## config.mk

```make
export PLATFORM = sky130hd
export DESIGN_NAME = comparador_iterativo_seq_flat
export DESIGN_NICKNAME = d
export VERILOG_FILES = /design/src/rtl/comparador_iterativo_seq_pkg.sv /design/src/rtl/comparador_iterativo_seq_if.sv /design/src/rtl/comparador_iterativo_seq_celda_digito.sv /design/src/rtl/comparador_iterativo_seq.sv /design/src/flat_wrapper.sv
export SDC_FILE = /design/constraint.sdc
export NUM_CORES = 1
export LEC_CHECK = 0
export ABC_AREA = 1
export CAP_MARGIN = 20
export CORE_MARGIN = 2
export CORE_UTILIZATION = 32
export CTS_CLUSTER_DIAMETER = 30
export DETAILED_ROUTE_END_ITERATION = 16
export HOLD_SLACK_MARGIN = 0.05
export PLACE_DENSITY = 0.53
export SLEW_MARGIN = 20
export SYNTH_ARGS = -nofsm -noshare
export SYNTH_HDL_FRONTEND = slang
export SYNTH_SLANG_ARGS = --single-unit
export TNS_END_PERCENT = 5
```

## constraint.sdc

```tcl
create_clock -name clk -period 2.3 [get_ports clk]
set_input_delay 0.23 -clock clk [delete_from_list [all_inputs] [get_ports clk]]
set_output_delay 0.23 -clock clk [all_outputs]
set_load 0.05 [all_outputs]
```

## src/rtl/comparador_iterativo_seq_pkg.sv

```systemverilog
// Shared encodings for the sequential iterative comparator: digit relation,
// output-function select and controller states, plus the function that maps
// a final relation onto the selected output f.
package comparador_pkg;

    typedef enum logic [1:0] {
        REL_EQ = 2'b00,
        REL_GT = 2'b01,
        REL_LT = 2'b10
    } rel_t;

    typedef enum logic [1:0] {
        MODE_EQ = 2'b00,
        MODE_GT = 2'b01,
        MODE_LT = 2'b10,
        MODE_NE = 2'b11
    } mode_t;

    typedef enum logic [1:0] {
        IDLE = 2'b00,
        RUN  = 2'b01,
        DONE = 2'b10
    } state_t;

    // Selected output function of the final relation.
    function automatic logic rel_to_f(input mode_t mode, input rel_t rel);
        logic res;
        case (mode)
            MODE_EQ: res = (rel == REL_EQ);
            MODE_GT: res = (rel == REL_GT);
            MODE_LT: res = (rel == REL_LT);
            MODE_NE: res = (rel != REL_EQ);
            default: res = 1'b0;
        endcase
        return res;
    endfunction

endpackage

```

## src/rtl/comparador_iterativo_seq_if.sv

```systemverilog
// Request/result bundle of the iterative comparator. The requester drives
// the operands, mode and start; the comparator returns status and results.
interface comparador_iterativo_seq_if #(
    parameter int WIDTH = 12
);
    logic             start;
    logic [WIDTH-1:0] A;
    logic [WIDTH-1:0] B;
    logic             z;
    logic             y;
    logic             sgn;
    logic             busy;
    logic             done;
    logic             eq;
    logic             gt;
    logic             lt;
    logic             f;

    modport master (
        output start, A, B, z, y, sgn,
        input  busy, done, eq, gt, lt, f
    );

    modport slave (
        input  start, A, B, z, y, sgn,
        output busy, done, eq, gt, lt, f
    );
endinterface

```

## src/rtl/comparador_iterativo_seq_celda_digito.sv

```systemverilog
// celda_digito: combinational digit cell. Once a higher digit has decided
// the relation it is passed through unchanged; otherwise this digit decides.
// On the most significant digit in signed mode, differing sign bits decide
// the relation on their own (the negative operand is the smaller one).
module celda_digito
    import comparador_pkg::*;
#(
    parameter int CHUNK = 3
) (
    input  logic [CHUNK-1:0] a,
    input  logic [CHUNK-1:0] b,
    input  rel_t             rel_in,
    input  logic             is_msb,
    input  logic             sgn,
    output rel_t             rel_out
);

    // Carry an already-decided relation, otherwise compare this digit.
    always_comb begin
        rel_out = rel_in;
        if (rel_in == REL_EQ) begin
            if (is_msb && sgn && (a[CHUNK-1] != b[CHUNK-1])) begin
                rel_out = a[CHUNK-1] ? REL_LT : REL_GT;
            end else if (a > b) begin
                rel_out = REL_GT;
            end else if (a < b) begin
                rel_out = REL_LT;
            end else begin
                rel_out = REL_EQ;
            end
        end
    end

endmodule

```

## src/rtl/comparador_iterativo_seq.sv

```systemverilog
// comparador_iterativo_seq: compares two WIDTH-bit operands one CHUNK-bit
// digit per clock, most significant digit first, carrying the relation
// between digits. start/busy/done handshake, signed mode and four output
// functions selected by {z,y}.
// Optional feature macro: COMPARADOR_EARLY_EXIT_EN -- when defined, the
// comparison finishes on the first digit that decides the relation.
module comparador_iterativo_seq
    import comparador_pkg::*;
#(
    parameter int WIDTH = 12,
    parameter int CHUNK = 3
) (
    input logic                       clk,
    input logic                       rst,
    comparador_iterativo_seq_if.slave bus
);

    localparam int NCHUNK = WIDTH / CHUNK;
    localparam int IDX_W  = (NCHUNK > 1) ? $clog2(NCHUNK) : 1;
    localparam logic [IDX_W-1:0] IDX_LAST = IDX_W'(NCHUNK - 1);

    state_t           state;
    logic [WIDTH-1:0] a_r;
    logic [WIDTH-1:0] b_r;
    mode_t            mode_r;
    logic             sgn_r;
    logic [IDX_W-1:0] idx;
    rel_t             rel;
    logic             busy_r;
    logic             done_r;
    logic             eq_r;
    logic             gt_r;
    logic             lt_r;
    logic             f_r;

    logic [CHUNK-1:0] a_dig;
    logic [CHUNK-1:0] b_dig;
    logic             is_msb;
    logic             finish;
    rel_t             rel_next;

    // Select the digit currently addressed by idx from the latched operands.
    always_comb begin
        a_dig = '0;
        b_dig = '0;
        for (int i = 0; i < NCHUNK; i++) begin
            if (idx == IDX_W'(i)) begin
                a_dig = a_r[i*CHUNK +: CHUNK];
                b_dig = b_r[i*CHUNK +: CHUNK];
            end
        end
    end

    assign is_msb = (idx == IDX_LAST);

    celda_digito #(
        .CHUNK (CHUNK)
    ) u_celda (
        .a       (a_dig),
        .b       (b_dig),
        .rel_in  (rel),
        .is_msb  (is_msb),
        .sgn     (sgn_r),
        .rel_out (rel_next)
    );

`ifdef COMPARADOR_EARLY_EXIT_EN
    assign finish = (idx == '0) || (rel_next != REL_EQ);
`else
    assign finish = (idx == '0);
`endif

    // Controller: latch request, walk the digits, register results, pulse done.
    always_ff @(posedge clk) begin
        if (rst) begin
            state  <= IDLE;
            a_r    <= '0;
            b_r    <= '0;
            mode_r <= MODE_EQ;
            sgn_r  <= 1'b0;
            idx    <= '0;
            rel    <= REL_EQ;
            busy_r <= 1'b0;
            done_r <= 1'b0;
            eq_r   <= 1'b0;
            gt_r   <= 1'b0;
            lt_r   <= 1'b0;
            f_r    <= 1'b0;
        end else begin
            done_r <= 1'b0;
            case (state)
                IDLE: begin
                    if (bus.start) begin
                        a_r    <= bus.A;
                        b_r    <= bus.B;
                        mode_r <= mode_t'({bus.z, bus.y});
                        sgn_r  <= bus.sgn;
                        idx    <= IDX_LAST;
                        rel    <= REL_EQ;
                        busy_r <= 1'b1;
                        eq_r   <= 1'b0;
                        gt_r   <= 1'b0;
                        lt_r   <= 1'b0;
                        f_r    <= 1'b0;
                        state  <= RUN;
                    end
                end
                RUN: begin
                    rel <= rel_next;
                    if (finish) begin
                        idx    <= '0;
                        eq_r   <= (rel_next == REL_EQ);
                        gt_r   <= (rel_next == REL_GT);
                        lt_r   <= (rel_next == REL_LT);
                        f_r    <= rel_to_f(mode_r, rel_next);
                        done_r <= 1'b1;
                        state  <= DONE;
                    end else begin
                        idx <= idx - 1'b1;
                    end
                end
                DONE: begin
                    busy_r <= 1'b0;
                    state  <= IDLE;
                end
                default: begin
                    busy_r <= 1'b0;
                    state  <= IDLE;
                end
            endcase
        end
    end

    assign bus.busy = busy_r;
    assign bus.done = done_r;
    assign bus.eq   = eq_r;
    assign bus.gt   = gt_r;
    assign bus.lt   = lt_r;
    assign bus.f    = f_r;

endmodule

```

## src/flat_wrapper.sv

```systemverilog
// flat-port wrapper written by rule: the top's interface ports become plain ports
module comparador_iterativo_seq_flat import comparador_pkg::*;
#(
    parameter int WIDTH = 12,
    parameter int CHUNK = 3
)
  (clk, rst, bus_start, bus_A, bus_B, bus_z, bus_y, bus_sgn, bus_busy, bus_done, bus_eq, bus_gt, bus_lt, bus_f);
  comparador_iterativo_seq_if #(.WIDTH(WIDTH)) bus_i ();
  input logic clk;
  input logic rst;
  input wire logic [$bits(bus_i.start)-1:0] bus_start;
  input wire logic [$bits(bus_i.A)-1:0] bus_A;
  input wire logic [$bits(bus_i.B)-1:0] bus_B;
  input wire logic [$bits(bus_i.z)-1:0] bus_z;
  input wire logic [$bits(bus_i.y)-1:0] bus_y;
  input wire logic [$bits(bus_i.sgn)-1:0] bus_sgn;
  output wire logic [$bits(bus_i.busy)-1:0] bus_busy;
  output wire logic [$bits(bus_i.done)-1:0] bus_done;
  output wire logic [$bits(bus_i.eq)-1:0] bus_eq;
  output wire logic [$bits(bus_i.gt)-1:0] bus_gt;
  output wire logic [$bits(bus_i.lt)-1:0] bus_lt;
  output wire logic [$bits(bus_i.f)-1:0] bus_f;
  assign bus_i.start = bus_start;
  assign bus_i.A = bus_A;
  assign bus_i.B = bus_B;
  assign bus_i.z = bus_z;
  assign bus_i.y = bus_y;
  assign bus_i.sgn = bus_sgn;
  assign bus_busy = bus_i.busy;
  assign bus_done = bus_i.done;
  assign bus_eq = bus_i.eq;
  assign bus_gt = bus_i.gt;
  assign bus_lt = bus_i.lt;
  assign bus_f = bus_i.f;
  comparador_iterativo_seq #(.WIDTH(WIDTH), .CHUNK(CHUNK)) u_core (.clk(clk), .rst(rst), .bus(bus_i));
endmodule
```

# After elaboration in Yosys (flattened, before gate mapping)
# Cells that the tools add are included.
# W data, S select, Z words.
# word_totals
ff_bits	39
in_bits	30
out_inout_bits	6
# classes
n_addsub	1
magnitude_cmp	2
n_eq_ne	12
n_mux	34
bitwise	1
n_reduce_logical	15
# op_table
operator	count
$mux W3	8
$mux W2	10
$pmux W2 S2	3
$eq A2 B2 Y1 const B	5
$logic_not A2 Y1	5
$pmux W1 S2	5
$eq A2 B1 Y1 const B	4
$reduce_and A2 Y1	4
$mux W1	7
$pmux W1 S4	1
$reduce_bool A2 Y1	2
$gt A3 B3 Y1	1
$lt A3 B3 Y1	1
$reduce_and A3 Y1	1
$logic_and A1 B1 Y1	2
$ne A2 B1 Y1 const B	1
$ne A2 B2 Y1 const B	1
$reduce_or A2 Y1	1
$sub A2 B1 Y2 const B	1
$ne A1 B1 Y1	1
$not A1 Y1	1

# Longest topological paths before layout
# depth
ltp_word	14
mapped_depth	17
mapped_depth_nobuf	17

# By module
# Synthesis repeated with hierarchy kept, for this count alone.
# hier_totals
cells_unflattened	244
hier_area_um2	1773.0
# by_module_without_submodules
module	n_inst	cells_per_inst	area_each_um2	seq_area_each_um2
comparador_iterativo_seq	1	222	1646.6	780.7
celda_digito	1	22	126.4	0.0

# Least setup slack after synthesis
# OpenSTA, ideal clock, no wires.
# synth_timing
kind	flip-flop to flip-flop
startpoint	register u_core.idx[1]
endpoint	register u_core.lt_r (netlist: u_core.bus.lt)
arrival_ps	2037
slack_ps	196
stages_incl_launch_ff	17
n_path_buf	0
period_less_slack_ps	2104
path_cell_list	dfxtp_1 > inv_1 > nor2_1 > inv_1 > o22ai_1 > nor2_1 > a21oi_1 > ha_1 > inv_1 > nand3_2 > a21boi_2 > nand2_2 > nand2_2 > inv_2 > nor2_2 > nand2_1 > a21oi_2
# synth_between
elab_chain_cells	13
word_cells_on_any_way	27
# synth_rtl
item	line_no	text
from (decl)	comparador_iterativo_seq.sv:27	logic [IDX_W-1:0] idx;
from (signal assigned)	comparador_iterativo_seq.sv:119	idx <= idx - 1'b1;
$logic_not A2 Y1	comparador_iterativo_seq.sv:47, comparador_iterativo_seq.sv:70	
$mux W3 (4 in series)	comparador_iterativo_seq.sv:47	if (idx == IDX_W'(i)) begin
$lt A3 B3 Y1	comparador_iterativo_seq_celda_digito.sv:26	end else if (a < b) begin
$mux W2	comparador_iterativo_seq_celda_digito.sv:26	
$mux W2	comparador_iterativo_seq_celda_digito.sv:24	end else if (a > b) begin
$mux W2	comparador_iterativo_seq_celda_digito.sv:22	if (is_msb && sgn && (a[CHUNK-1] != b[CHUNK-1])) begin
$mux W2	comparador_iterativo_seq_celda_digito.sv:21	if (rel_in == REL_EQ) begin
$eq A2 B2 Y1	comparador_iterativo_seq.sv:114	lt_r <= (rel_next == REL_LT);
$mux W1	comparador_iterativo_seq.sv:110	if (finish) begin
$pmux W1 S2	comparador_iterativo_seq.sv:91	case (state)
to (signal assigned)	comparador_iterativo_seq.sv:114	
to (decl)	comparador_iterativo_seq.sv:33	logic lt_r;
# Parallel ways exist; a longest one is shown, timed or not. The select of a mux whose other input is x is not followed.
# A chain may end at the register's enable or synchronous reset.

# Worst setup path after layout
# layout_timing
startpoint	register u_core.idx[0]
endpoint	register u_core.rel[1]
# layout_between
elab_chain_cells	11
word_cells_on_any_way	23
# layout_rtl
item	line_no	text
$logic_not A2 Y1	comparador_iterativo_seq.sv:47	
$mux W3 (4 in series)	comparador_iterativo_seq.sv:47	
$lt A3 B3 Y1	comparador_iterativo_seq_celda_digito.sv:26	
$mux W2	comparador_iterativo_seq_celda_digito.sv:26	
$mux W2	comparador_iterativo_seq_celda_digito.sv:24	
$mux W2 *	comparador_iterativo_seq_celda_digito.sv:22	
$mux W2 *	comparador_iterativo_seq_celda_digito.sv:21	
$pmux W2 S2 *	comparador_iterativo_seq.sv:91	
to (signal assigned)	comparador_iterativo_seq.sv:109	rel <= rel_next;
to (decl)	comparador_iterativo_seq.sv:28	rel_t rel;
# Every way passes the cells marked *; elsewhere a longest branch is shown, timed or not.

==> impl_metrics.yaml <==
run_status:
  outcome: "completed"
detailed_routing:
  viasPerCell: 4.53
  wl_met2_um: 1690
  first_iter_violations: 73
  num_vias: 1522
  wl_met1_um: 1890
  ant_nets: 0
  route.met3.wl_um: 170
  wl_um: 3820
  wl_per_cell_um: 11.4
  highest_layer: "met4"
  route.detailed.drc: 0
  first_pass_iters: 4
floorplanning:
  ioPinCount: 36
  initial_core_util_pct: 32.9
  fp.dieW_um: 76.0
  dieHeight_um: 76.0
  design.die.area_um2: 5780
  core-area_um2: 5040
  rows: 26
yosys:
  ys_types: 22
  ys_ff_latch: 39
  syn-num-nets: 261
  synthCells: 228
  synth_warnings: 0
  syn_area_um2: 1660
  yosysSeqAreaShare_pct: 47.0
  syn_area_per_cell_um2: 7.28
critical_path:
  reg2reg_depth: 15
  required_ns: 2.46
  worst-path-max-fanout: 8
  startpoint_type: "flip-flop"
  crit_path_end_kind: "flip-flop"
  worstPathArrival_ns: 2.29
  criticalPathCategory: "flip-flop to flip-flop"
sta:
  tightest_slew_ns: 0.878
  fmax_ghz: 0.471
  layout_min_cycle_time_ns: 2.12
  slew_headroom_pct: 41.4
  setup-tns-final_ns: 0
  finalSetupViolations: 0
  rsz0062_at_grt: "false"
  finalCritPeriodShare_pct: 92.4
  fin_skew_ns: 0.00308
  hold_viol_final: 0
  drv_slew: 0
clocking:
  ctsResizeCount: 0
  tritoncts: "yes"
  clock_latency_ns: 0.29
  htree_levels: 2
  cts_setup_buffers: 0
  cts_hold_buf: 0
  cts.sinks: 39
  cts-root-buf: "clkbuf_8"
  cts_buffer_depth: 2
  clk_pin_slew_ns: 0.07
  cts-buffers-inserted: 5
power:
  p_leak_nw: 0.930
  irDropWorstVdd_mv: 0.251
  p_per_area_nw_per_um2: 798
finish:
  area_delta_synth_final_pct: 34.4
  final_nets: 298
  final_area_um2: 2230
  n_antenna_cell: 0
  drive_above_1_share_pct: 12.0
  fillerInstances: 529
place:
  dpl-instance-area_um2: 2100
  gp_congestion: 0.830
  numPortBuffers: 35
  dp_hpwl_um: 2710
global_route:
  grt_pass1_vias: 1484
  grt_pass1_wl_um: 6630
  track_usage_pct: 14.3
  grt_max_degree: 32
  antenna_found_initial: 0
  grt-ovfl-total: 0
worst_hold_path:
  holdPathStages: 2
  min_path_type: "flip-flop to flip-flop"
flow_run:
  cap_viol_max_count: 0
==> sequential cells by signal, indices dropped and copies added, names as in the netlist, 2 cells and up <==
signal	count
u_core.state	2
u_core.mode_r	2
u_core.idx	2
u_core.a_r	12
u_core.rel	2
u_core.b_r	12
==> report_power, final <==
group	switching, mW	total [mW]	internal (mW)	leakage (nW)
registers	0.0441	0.790	0.746	0.323
clock network	0.222	0.496	0.273	0.0515
logic	0.292	0.494	0.202	0.555
==> worst paths after layout <==
path,slack (ns),end,from
setup reg to reg,0.18,u_core.rel[1]$_SDFFE_PP0P_,u_core.idx[0]$_SDFFE_PP0P_
setup / recovery,0.18,u_core.rel[1]$_SDFFE_PP0P_,u_core.idx[0]$_SDFFE_PP0P_
hold reg to reg,0.46,u_core.bus.busy$_SDFFE_PP0P_,u_core.bus.busy$_SDFFE_PP0P_
hold / removal,0.46,u_core.bus.busy$_SDFFE_PP0P_,u_core.bus.busy$_SDFFE_PP0P_
==> routing by layer <==
layer  global-route usage (%)  vias to the layer above
li1                         -                      819
met1                     18.1                      667
met4                     5.45                        0
met5                        0                        -
met3                     4.38                        6
met2                     22.9                       30
==> logic make-up (layout without fill, tap and decap cells) <==
kind of cell    count (synthesis)  count (layout)  share of synthesized area, %
simple gates                   99              99                          24.6
fa+ha+maj                       3               3                          2.26
flops                          39              39                          47.0
compound gates                 58              58                          19.4
buf+inv                        29              67                          6.63
==> final cells by class <==
class	instances	area, um2	share of cell area (%)
Clock buffer	8	100	4.49
Inverter	19	73.8	3.31
Multi-Input combinational cell	160	796	35.7
Sequential cell	39	786	35.2
Tap cell	70	87.6	3.93
Timing Repair Buffer	40	388	17.4
==> Yosys cell counts (all sizes together) <==
master  instances  area share (%)
inv            19             4.3
a221oi          5             2.6
or2             1            0.38
nor3            2            0.60
o22ai           1            0.38
o21ai          34              10
nand4           2            0.75
a21oi          16             5.0
dfxtp          39              47
clkbuf          9             2.0
nand2          21             5.4
nand3           6             2.1
nor2           67              15
a21boi          1            0.68
buf             1            0.30
ha              3             2.3
o21bai          1            0.45
==> stage by stage <==
| stage | hold slack (ns) | util (%) | worst slack [ns] | power [mW] | instances |
|---|---|---|---|---|---|
| after floorplan | 0.365 | - | 0.196 | 1.13 | 228 |
| after global placement | 0.451 | 41.6 | 0.0824 | 1.29 | 328 |
| after detailed placement | 0.453 | 41.6 | 0.0466 | 1.29 | 328 |
| after CTS | 0.465 | 43.6 | 0.00974 | 1.79 | 336 |
| after global routing | 0.489 | 44.2 | 0.00192 | 1.91 | 336 |
| final | 0.463 | 44.2 | 0.175 | 1.78 | 336 |
==> worst max-delay path, cell delays in order (launching register included) <==
cell,delay [ns]
dfxtp_2,0.42
inv_4,0.08
nor2_2,0.21
a221oi_2,0.08
nor2_1,0.15
a21oi_2,0.05
ha_1,0.29
nand2_1,0.05
o21bai_1,0.16
a21boi_2,0.08
nand2_2,0.11
nand2_2,0.06
inv_2,0.06
nor2_2,0.03
a21oi_1,0.11
nor2_1,0.05
==> cell usage in the layout (no fill, tap or decap), types with 2 or more instances in the layout <==
| master | instances |
|---|---|
| nand3_1 | 5 |
| nand2_2 | 4 |
| inv_2 | 3 |
| clkdlybuf4s50_1 | 35 |
| a221oi_2 | 2 |
| nor3_1 | 2 |
| a21oi_1 | 14 |
| nand2_1 | 17 |
| buf_4 | 5 |
| inv_1 | 15 |
| ha_1 | 3 |
| nand4_1 | 2 |
| dfxtp_1 | 37 |
| a21oi_2 | 2 |
| nor2_1 | 63 |
| nor2_2 | 3 |
| a221oi_1 | 3 |
| clkbuf_8 | 7 |
| o21ai_0 | 34 |
Power figures use the tool's default switching activity.
